File: src/rtl/uart_tx_framer_if.sv
// Valid/ready word handshake between the transmit data source (master)
// and the UART transmit framer (slave).
interface uart_tx_framer_if #(
  parameter int DATA_BITS = 8
);
  logic                 tx_valid;
  logic [DATA_BITS-1:0] tx_data;
  logic                 tx_ready;

  modport master (output tx_valid, output tx_data, input tx_ready);
  modport slave  (input tx_valid, input tx_data, output tx_ready);
endinterface

File: src/rtl/uart_tx_framer.sv
// UART transmit framer: start + data (LSB first) + optional parity + stop bit(s),
// advancing one bit per baud_tick from the external baud timer it enables.
module uart_tx_framer #(
  parameter int DATA_BITS  = 8,
  parameter int PARITY_EN  = 0,
  parameter int PARITY_ODD = 0,
  parameter int STOP_BITS  = 1
) (
  input  logic             clk,
  input  logic             reset,
  uart_tx_framer_if.slave  tx,
  input  logic             baud_tick,
  output logic             baud_en,
  output logic             tx_serial,
  output logic             tx_busy,
  output logic             tx_done
);

  localparam int IDX_W = (DATA_BITS > 1) ? $clog2(DATA_BITS) : 1;

  typedef enum logic [2:0] {IDLE, START, DATA, PARITY, STOP} state_t;

  state_t               state, state_n;
  logic [DATA_BITS-1:0] data_q, data_n;
  logic [IDX_W-1:0]     idx_q, idx_n;
  logic                 stop_q, stop_n;
  logic                 par_q, par_n;
  logic                 ready_q, ready_n;
  logic                 serial_n, en_n, busy_n, done_n;

  assign tx.tx_ready = ready_q;

  always_comb begin
    state_n = state;
    data_n  = data_q;
    idx_n   = idx_q;
    stop_n  = stop_q;
    par_n   = par_q;
    done_n  = 1'b0;
    case (state)
      IDLE: begin
        if (tx.tx_valid && ready_q) begin
          state_n = START;
          data_n  = tx.tx_data;
          par_n   = (^tx.tx_data) ^ (PARITY_ODD != 0);
          idx_n   = '0;
        end
      end
      START: begin
        if (baud_tick) begin
          state_n = DATA;
          idx_n   = '0;
        end
      end
      DATA: begin
        if (baud_tick) begin
          if (idx_q == IDX_W'(DATA_BITS - 1)) begin
            state_n = (PARITY_EN != 0) ? PARITY : STOP;
            stop_n  = 1'b0;
          end else begin
            idx_n = idx_q + 1'b1;
          end
        end
      end
      PARITY: begin
        if (baud_tick) begin
          state_n = STOP;
          stop_n  = 1'b0;
        end
      end
      STOP: begin
        if (baud_tick) begin
          if (stop_q == 1'(STOP_BITS - 1)) begin
            state_n = IDLE;
            done_n  = 1'b1;
          end else begin
            stop_n = 1'b1;
          end
        end
      end
      default: state_n = IDLE;
    endcase
  end

  // Outputs are decoded from the next state so every registered output
  // changes on the same edge that samples baud_tick.
  always_comb begin
    serial_n = 1'b1;
    case (state_n)
      START:   serial_n = 1'b0;
      DATA:    serial_n = data_n[idx_n];
      PARITY:  serial_n = par_n;
      default: serial_n = 1'b1;
    endcase
    en_n    = (state_n != IDLE);
    busy_n  = (state_n != IDLE);
    ready_n = (state_n == IDLE);
  end

  always_ff @(posedge clk or posedge reset) begin
    if (reset) begin
      state     <= IDLE;
      data_q    <= '0;
      idx_q     <= '0;
      stop_q    <= 1'b0;
      par_q     <= 1'b0;
      tx_serial <= 1'b1;
      baud_en   <= 1'b0;
      tx_busy   <= 1'b0;
      tx_done   <= 1'b0;
      ready_q   <= 1'b1;
    end else begin
      state     <= state_n;
      data_q    <= data_n;
      idx_q     <= idx_n;
      stop_q    <= stop_n;
      par_q     <= par_n;
      tx_serial <= serial_n;
      baud_en   <= en_n;
      tx_busy   <= busy_n;
      tx_done   <= done_n;
      ready_q   <= ready_n;
    end
  end

endmodule

File: src/flat_wrapper.sv
// flat-port wrapper written by rule: the top's interface ports become plain ports
module uart_tx_framer_flat 
#(
  parameter int DATA_BITS  = 8,
  parameter int PARITY_EN  = 0,
  parameter int PARITY_ODD = 0,
  parameter int STOP_BITS  = 1
)
  (clk, reset, baud_tick, baud_en, tx_serial, tx_busy, tx_done, tx_tx_valid, tx_tx_data, tx_tx_ready);
  uart_tx_framer_if #(.DATA_BITS(DATA_BITS)) tx_i ();
  input  logic clk;
  input  logic reset;
  input  logic baud_tick;
  output logic baud_en;
  output logic tx_serial;
  output logic tx_busy;
  output logic tx_done;
  input wire logic [$bits(tx_i.tx_valid)-1:0] tx_tx_valid;
  input wire logic [$bits(tx_i.tx_data)-1:0] tx_tx_data;
  output wire logic [$bits(tx_i.tx_ready)-1:0] tx_tx_ready;
  assign tx_i.tx_valid = tx_tx_valid;
  assign tx_i.tx_data = tx_tx_data;
  assign tx_tx_ready = tx_i.tx_ready;
  uart_tx_framer #(.DATA_BITS(DATA_BITS), .PARITY_EN(PARITY_EN), .PARITY_ODD(PARITY_ODD), .STOP_BITS(STOP_BITS)) u_core (.clk(clk), .reset(reset), .tx(tx_i), .baud_tick(baud_tick), .baud_en(baud_en), .tx_serial(tx_serial), .tx_busy(tx_busy), .tx_done(tx_done));
endmodule
File: config.mk
export PLATFORM = sky130hd
export DESIGN_NAME = uart_tx_framer_flat
export DESIGN_NICKNAME = d
export VERILOG_FILES = /design/src/rtl/uart_tx_framer_if.sv /design/src/rtl/uart_tx_framer.sv /design/src/flat_wrapper.sv
export SDC_FILE = /design/constraint.sdc
export NUM_CORES = 1
export LEC_CHECK = 0
export BUFFER_PORTS_ARGS = -buffer_cell sky130_fd_sc_hd__buf_2
export CORE_ASPECT_RATIO = 2
export CORE_MARGIN = 5
export CORE_UTILIZATION = 23
export CTS_CLUSTER_DIAMETER = 60
export CTS_CLUSTER_SIZE = 28
export DETAILED_ROUTE_END_ITERATION = 12
export GPL_TIMING_DRIVEN = 1
export PLACE_DENSITY_LB_ADDON = 0.15
export SLEW_MARGIN = 30
export SYNTH_ARGS = -nofsm -noshare
export SYNTH_HDL_FRONTEND = slang
export SYNTH_SLANG_ARGS = --single-unit
File: constraint.sdc
create_clock -name clk -period 2.1 [get_ports clk]
set_input_delay 0.21 -clock clk [delete_from_list [all_inputs] [get_ports clk]]
set_output_delay 0.21 -clock clk [all_outputs]
set_load 0.01 [all_outputs]
==> results.py, run 1 <==
metrics = {
    "yosys": {
        "ys_warn_count": 0,
        "synth_largest_area_cell": "dfrtp_1",
        "synth_area_leaders": "dfrtp_1 40%, xnor2_1 5.7%, dfstp_2 4.9%",
        "netlist.area_leader.share": 0.396,
        "synth_area_sq_mm": 0.00107,
        "ys_ff_latch": 19,
        "ys_types": 39,
        "syn_nets": 119,
        "yosysSeqAreaShare": 0.445,
        "synth_cells": 106,
        "syn_avg_cell_area_sq_um": 10.1,
        "synthFlopType": "dfrtp_1",
        "synth_edf_count": 0,
        "async_flop_share": 1.00,
    },
    "sta": {
        "period_needed_ns": 2.02,
        "worst_pin_slew_ns": 0.789,
        "max_freq_mhz": 495,
        "maxSlewViolCount": 0,
        "hold_viol_final": 0,
        "setup_violations": 0,
        "fin_hold_ws_ns": 0.0905,
        "setup_tns_ns": 0,
        "period_share": 0.963,
        "rsz0062_at_grt": "no",
        "finClkSkew_ns": 0.00414,
        "maxSlewHeadroom": 0.473,
    },
    "detailed_routing": {
        "vias": 893,
        "met2_length_mm": 1.72,
        "drt_wl_total_mm": 2.98,
        "wl_per_cell_um": 15.8,
        "drt_pass1_iterations": 4,
        "drc": 0,
        "routed.top_layer": "met4",
        "wl_met3_um": 123,
        "drtIter0Drc": 14,
        "vias_per_cell": 4.75,
        "m1WireLength_mm": 1.00,
        "ant_nets": 0,
    },
    "floorplanning": {
        "die_y_um": 107,
        "placementRows": 35,
        "io_pins": 17,
        "start_util": 0.236,
        "dieArea_sq_mm": 0.00622,
        "core_sq_mm": 0.00455,
        "die_w_um": 58.3,
    },
    "clock_network": {
        "cts_buffers": 3,
        "cts_tree": "done",
        "clock_path_buffers": 2,
        "postCtsSetupBuffers": 0,
        "cts-root-buf": "clkbuf_8",
        "clkTransAtPathRegs_ns": 0.08,
        "worstSkewPairLatency_ns": 0.25,
        "clock_sinks": 19,
        "cts_htree_levels": 1,
    },
    "critical_path": {
        "path_class": "register to register",
        "cp-endpoint": "u_core.tx_serial$_DFF_PP1_",
        "r2r-start": "u_core.state[0]$_DFF_PP0_",
        "end_kind": "register",
        "reg2reg_slack_ns": 0.08,
        "worstPathRequired_ns": 2.29,
        "r2r_end": "u_core.tx_serial$_DFF_PP1_",
        "cp-startpoint": "u_core.state[0]$_DFF_PP0_",
        "cpMostUsedCell": "buf_4",
        "critical_path.max_fanout": 7,
        "cpPeakStageDelay_ns": 0.43,
        "critPathLaunchType": "register",
        "ff2ff_path_depth": 8,
        "crit_chain": "buf_4 -> and4bb_2 -> a211oi_2 -> buf_4 -> o211ai_1 -> o2111ai_1 -> nand4_1 -> a221o_1",
        "crit_arrival_ns": 2.21,
        "critPathSlowestCell": "dfrtp_1",
    },
    "power": {
        "vdd_ir_drop_max_v": 0.000472,
        "static-leakage-power_nw": 0.615,
        "p_per_area_mw_per_mm2": 1390,
    },
    "global_routing": {
        "antenna_found_initial": 0,
        "grt_pass1_vias": 996,
        "grt_max_degree": 20,
        "grt.total_usage": 0.105,
        "grt_remaining_overflow": 0,
        "grt_pass1_wl_mm": 4.84,
    },
    "job": {
        "drv_cap": 0,
    },
    "worst_hold_path": {
        "hold_class": "primary input to async pin",
    },
    "placement": {
        "numPortBuffers": 16,
        "gp_congestion": 0.884,
        "placed_area_sq_mm": 0.00129,
        "hpwl_mm": 2.51,
        "place_inst": 184,
    },
    "layout": {
        "area_delta_synth_final_pct": 28.2,
        "fin_util": 0.302,
        "final_cells": 188,
        "diodes": 0,
        "drive_gt1_frac": 0.361,
        "fin_nets": 147,
        "final_cell_area_sq_mm": 0.00138,
    },
    "outcome": {
        "status": "complete, no violations",
    },
}
[cells in the final DEF, fill, tap and decap left out, drive strengths merged, types with 5 or more instances in the layout]
cell type and n:
xnor2 7, nand3 5, o21ai 5, buf 28, nand2 7, inv 7, dfrtp 17, a21oi 5
nor2 6
[final cells by class]
| cell class | instances | area, sq um |
|---|---|---|
| clock buffer | 3 | 41.3 |
| fill | 508 | 3180 |
| inverter | 7 | 26.3 |
| multi-input combinational | 75 | 587 |
| tap | 55 | 68.8 |
| clock inverter | 1 | 5.00 |
| sequential | 19 | 479 |
| timing repair buffer | 28 | 170 |
[metal layers]
| layer | track usage | up-vias |
|---|---|---|
| li1 | - | 434 |
| met1 | 0.0971 | 427 |
| met2 | 0.202 | 24 |
| met3 | 0.0169 | 8 |
| met4 | 0.0597 | 0 |
| met5 | 0 | - |
[metrics by stage]
stage	total power [mW]	worst slack [ns]
floorplan	1.27	0.0523
global placement	1.59	-0.00180
detailed placement	1.60	-0.0569
CTS	1.90	0.0276
global route	2.06	0.00453
finish	1.91	0.0784
[how the worst min path moves through the flow]
stage,cells past startpoint,end,start
after floorplan,1,u_core.baud_en$_DFF_PP0_,reset
after CTS,2,u_core.baud_en$_DFF_PP0_,reset
after global routing,2,u_core.baud_en$_DFF_PP0_,reset
after detailed placement,2,u_core.baud_en$_DFF_PP0_,reset
after global placement,2,u_core.baud_en$_DFF_PP0_,reset
final,2,u_core.data_q[1]$_DFF_PP0_,reset
[report_power, final]
group	internal, mW	switching (mW)	leakage (nW)	total, mW
sequential	0.542	0.0901	0.233	0.632
clock	0.132	0.124	0.0255	0.255
combinational	0.486	0.540	0.356	1.03
total	1.16	0.754	0.615	1.91
[flip-flops by register name, summed over array words and instances (netlist names)]
register and flops:
u_core.state 3, u_core.idx_q 3, u_core.data_q 8, u_core.tx.tx_ready 1, u_core.par_q 1, u_core.tx_done 1
u_core.baud_en 1, u_core.tx_serial 1
[critical path: cells and delay by family (launching register included)]
| kind | cells | cell delay, ns |
|---|---|---|
| AOI/OAI and AO/OA | 4 | 0.79 |
| buffers and inverters | 2 | 0.36 |
| DFF | 1 | 0.43 |
| and+or+nand+nor | 2 | 0.37 |
[cell families after synthesis]
kind of cell    Yosys count  share of synthesized area
xor+xnor                  7                     0.0570
mux                       5                     0.0512
fa+ha+maj                 1                     0.0116
compound gates           28                      0.190
simple gates             34                      0.191
flops                    19                      0.445
buf+inv                  12                     0.0547
[synthesized netlist by cell type, drive strengths merged, types with 2 or more instances]
cell type and number:
nand2b 3, o211ai 4, buf 3, nor2 6, dfrtp 17, o21ai 5
inv 7, nand2 7, clkbuf 2, nand3b 3, a21oi 5, xnor2 7
a21o 4, nand3 5, mux2 4, o2111ai 4, dfstp 2
[timing repair]
| item | CTS | global route |
|---|---|---|
| pin swaps | 1 | 2 |
| gates resized for setup | 6 | 5 |
| hold buffers | 0 | 0 |
| setup endpoints to repair | 1 | 1 |
No activity file was read; power rests on OpenSTA's default activity.
==> inputs of run 2 (changes only) <==
==> constraint.sdc (replaced) <==
create_clock -name clk -period 1.8 [get_ports clk]
set_input_delay 0.18 -clock clk [delete_from_list [all_inputs] [get_ports clk]]
set_output_delay 0.18 -clock clk [all_outputs]
set_load 0.01 [all_outputs]
==> results.py, run 2 (synthesis results as in run 1) <==
metrics = {
    "detailed_routing": {
        "drc": 0,
        "wl_per_cell_um": 15.3,
        "wl_met3_um": 95,
        "met2_length_mm": 1.91,
        "vias": 971,
        "drtIter0Drc": 17,
        "routed.top_layer": "met4",
        "drt_wl_total_mm": 3.19,
        "ant_nets": 0,
        "vias_per_cell": 4.67,
        "m1WireLength_mm": 1.13,
        "drt_pass1_iterations": 4,
    },
    "critical_path": {
        "ff2ff_path_depth": 6,
        "cpPeakStageDelay_ns": 0.57,
        "path_class": "register to register",
        "end_kind": "register",
        "crit_arrival_ns": 2.17,
        "r2r-start": "u_core.idx_q[0]$_DFF_PP0_",
        "crit_buf_inv": 0,
        "worstPathRequired_ns": 1.98,
        "crit_chain": "or4b_4 -> mux2i_4 -> o211ai_1 -> o2111ai_2 -> nand4_1 -> a221o_1",
        "r2r_end": "u_core.tx_serial$_DFF_PP1_",
        "reg2reg_slack_ns": -0.18,
        "critical_path.max_fanout": 5,
        "crit_family": "simple AND/OR/NAND/NOR gates",
        "critPathLaunchType": "register",
        "critPathSlowestCell": "or4b_4",
    },
    "global_routing": {
        "grt_remaining_overflow": 0,
        "grt_pass1_wl_mm": 5.40,
        "grt_max_degree": 20,
        "antenna_found_initial": 0,
        "grt_pass1_vias": 1121,
        "grt.total_usage": 0.114,
    },
    "sta": {
        "hold_viol_final": 0,
        "setup_ws_ns": -0.185,
        "period_share": 1.10,
        "setup_violations": 1,
        "fin_hold_ws_ns": 0.0508,
        "rsz0062_at_grt": "yes",
        "period_needed_ns": 1.98,
        "worst_pin_slew_ns": 0.769,
        "maxSlewViolCount": 0,
        "setup_tns_ns": -0.185,
        "maxSlewHeadroom": 0.487,
        "max_freq_mhz": 504,
        "finClkSkew_ns": 0.00203,
    },
    "outcome": {
        "violations": "setup timing",
        "status": "complete, but fails checks",
    },
    "clock_network": {
        "clkTransAtPathRegs_ns": 0.07,
        "cts_buffers": 3,
        "worstSkewPairLatency_ns": 0.26,
        "cts-root-buf": "clkbuf_8",
        "cts_htree_levels": 1,
        "cts_tree": "done",
        "clock_sinks": 19,
        "clock_path_buffers": 2,
    },
    "floorplanning": {
        "die_y_um": 107,
        "core_sq_mm": 0.00455,
        "dieArea_sq_mm": 0.00622,
        "start_util": 0.236,
        "io_pins": 17,
        "placementRows": 35,
        "die_w_um": 58.3,
    },
    "layout": {
        "largestRegisters": "u_core.data_q: 8 flops, u_core.idx_q: 3 flops, u_core.state: 3 flops",
        "largest_register": "u_core.data_q",
        "final_cell_area_sq_mm": 0.00158,
        "largest_register_ff_count": 8,
        "diodes": 0,
        "layout_commonest_cell": "buf_4",
        "final_cell_mix": "32 x buf_4, 16 x buf_2, 16 x dfrtp_1",
        "drive_gt1_frac": 0.484,
        "fin_nets": 167,
        "area_delta_synth_final_pct": 46.6,
        "fill_cells": 491,
        "fin_util": 0.346,
        "final_cells": 208,
    },
    "job": {
        "drv_cap": 0,
    },
    "power": {
        "vdd_ir_drop_max_v": 0.000627,
        "fin_total_pwr_mw": 2.59,
        "p_per_area_mw_per_mm2": 1640,
        "static-leakage-power_nw": 0.730,
    },
    "placement": {
        "hpwl_mm": 2.55,
        "placed_area_sq_mm": 0.00144,
        "pre_cts_ws_ns": -0.329,
        "numPortBuffers": 16,
        "gp_congestion": 0.816,
        "place_inst": 199,
    },
    "worst_hold_path": {
        "hold_class": "primary input to async pin",
    },
}
-- run 2: cell count changes in the layout (fill, tap and decap cells not counted), sizes merged --
cell / before / now
buf: 28 / 48
clkbuf: 3 / 4
clkinv: 1 / 0
-- run 2: worst max-delay path by stage --
stage                                       startpoint                         end  slack (ns)  cells after the start
after floorplan              u_core.state[0]$_DFF_PP0_  u_core.tx_serial$_DFF_PP1_       -0.19                      7
after global placement       u_core.idx_q[0]$_DFF_PP0_  u_core.tx_serial$_DFF_PP1_       -0.28                      7
after detailed placement     u_core.state[0]$_DFF_PP0_  u_core.tx_serial$_DFF_PP1_       -0.33                      6
after CTS                 u_core.tx.tx_ready$_DFF_PP1_  u_core.tx_serial$_DFF_PP1_       -0.18                      6
after global routing         u_core.state[0]$_DFF_PP0_  u_core.tx_serial$_DFF_PP1_       -0.25                      6
final                        u_core.idx_q[0]$_DFF_PP0_  u_core.tx_serial$_DFF_PP1_       -0.18                      6
-- run 2: worst register-to-register path, stage by stage, from the launching register on --
cell,delay [ns]
dfrtp_1,0.42
or4b_4,0.57
mux2i_4,0.22
o211ai_1,0.14
o2111ai_2,0.11
nand4_1,0.13
a221o_1,0.33
-- run 2: timing repair --
action	CTS	global route
endpoints found under the setup margin	3	3
hold buffers	0	0
setup buffers	5	0
resized for setup	11	4
cloned	0	0
pin swaps	6	2
hold endpoints to repair	0	0
-- run 2: power by group --
part           switching, mW  leakage (nW)  internal [mW]
Clock                  0.139        0.0228          0.158
Combinational          0.716         0.474          0.831
Sequential             0.110         0.234          0.632
-- run 2: layer usage --
layer,global-route usage,vias to the layer above
met5,0,-
met4,0.0448,0
met3,0.0145,4
met2,0.222,14
met1,0.116,473
li1,-,480
-- run 2: area by class of cell --
type	count	area, sq um	share of cell area
clock buffer	4	45.0	0.0286
inverter	7	26.3	0.0167
multi-input combinational	75	636	0.403
sequential	19	479	0.304
tap	55	68.8	0.0437
timing repair buffer	48	320	0.203
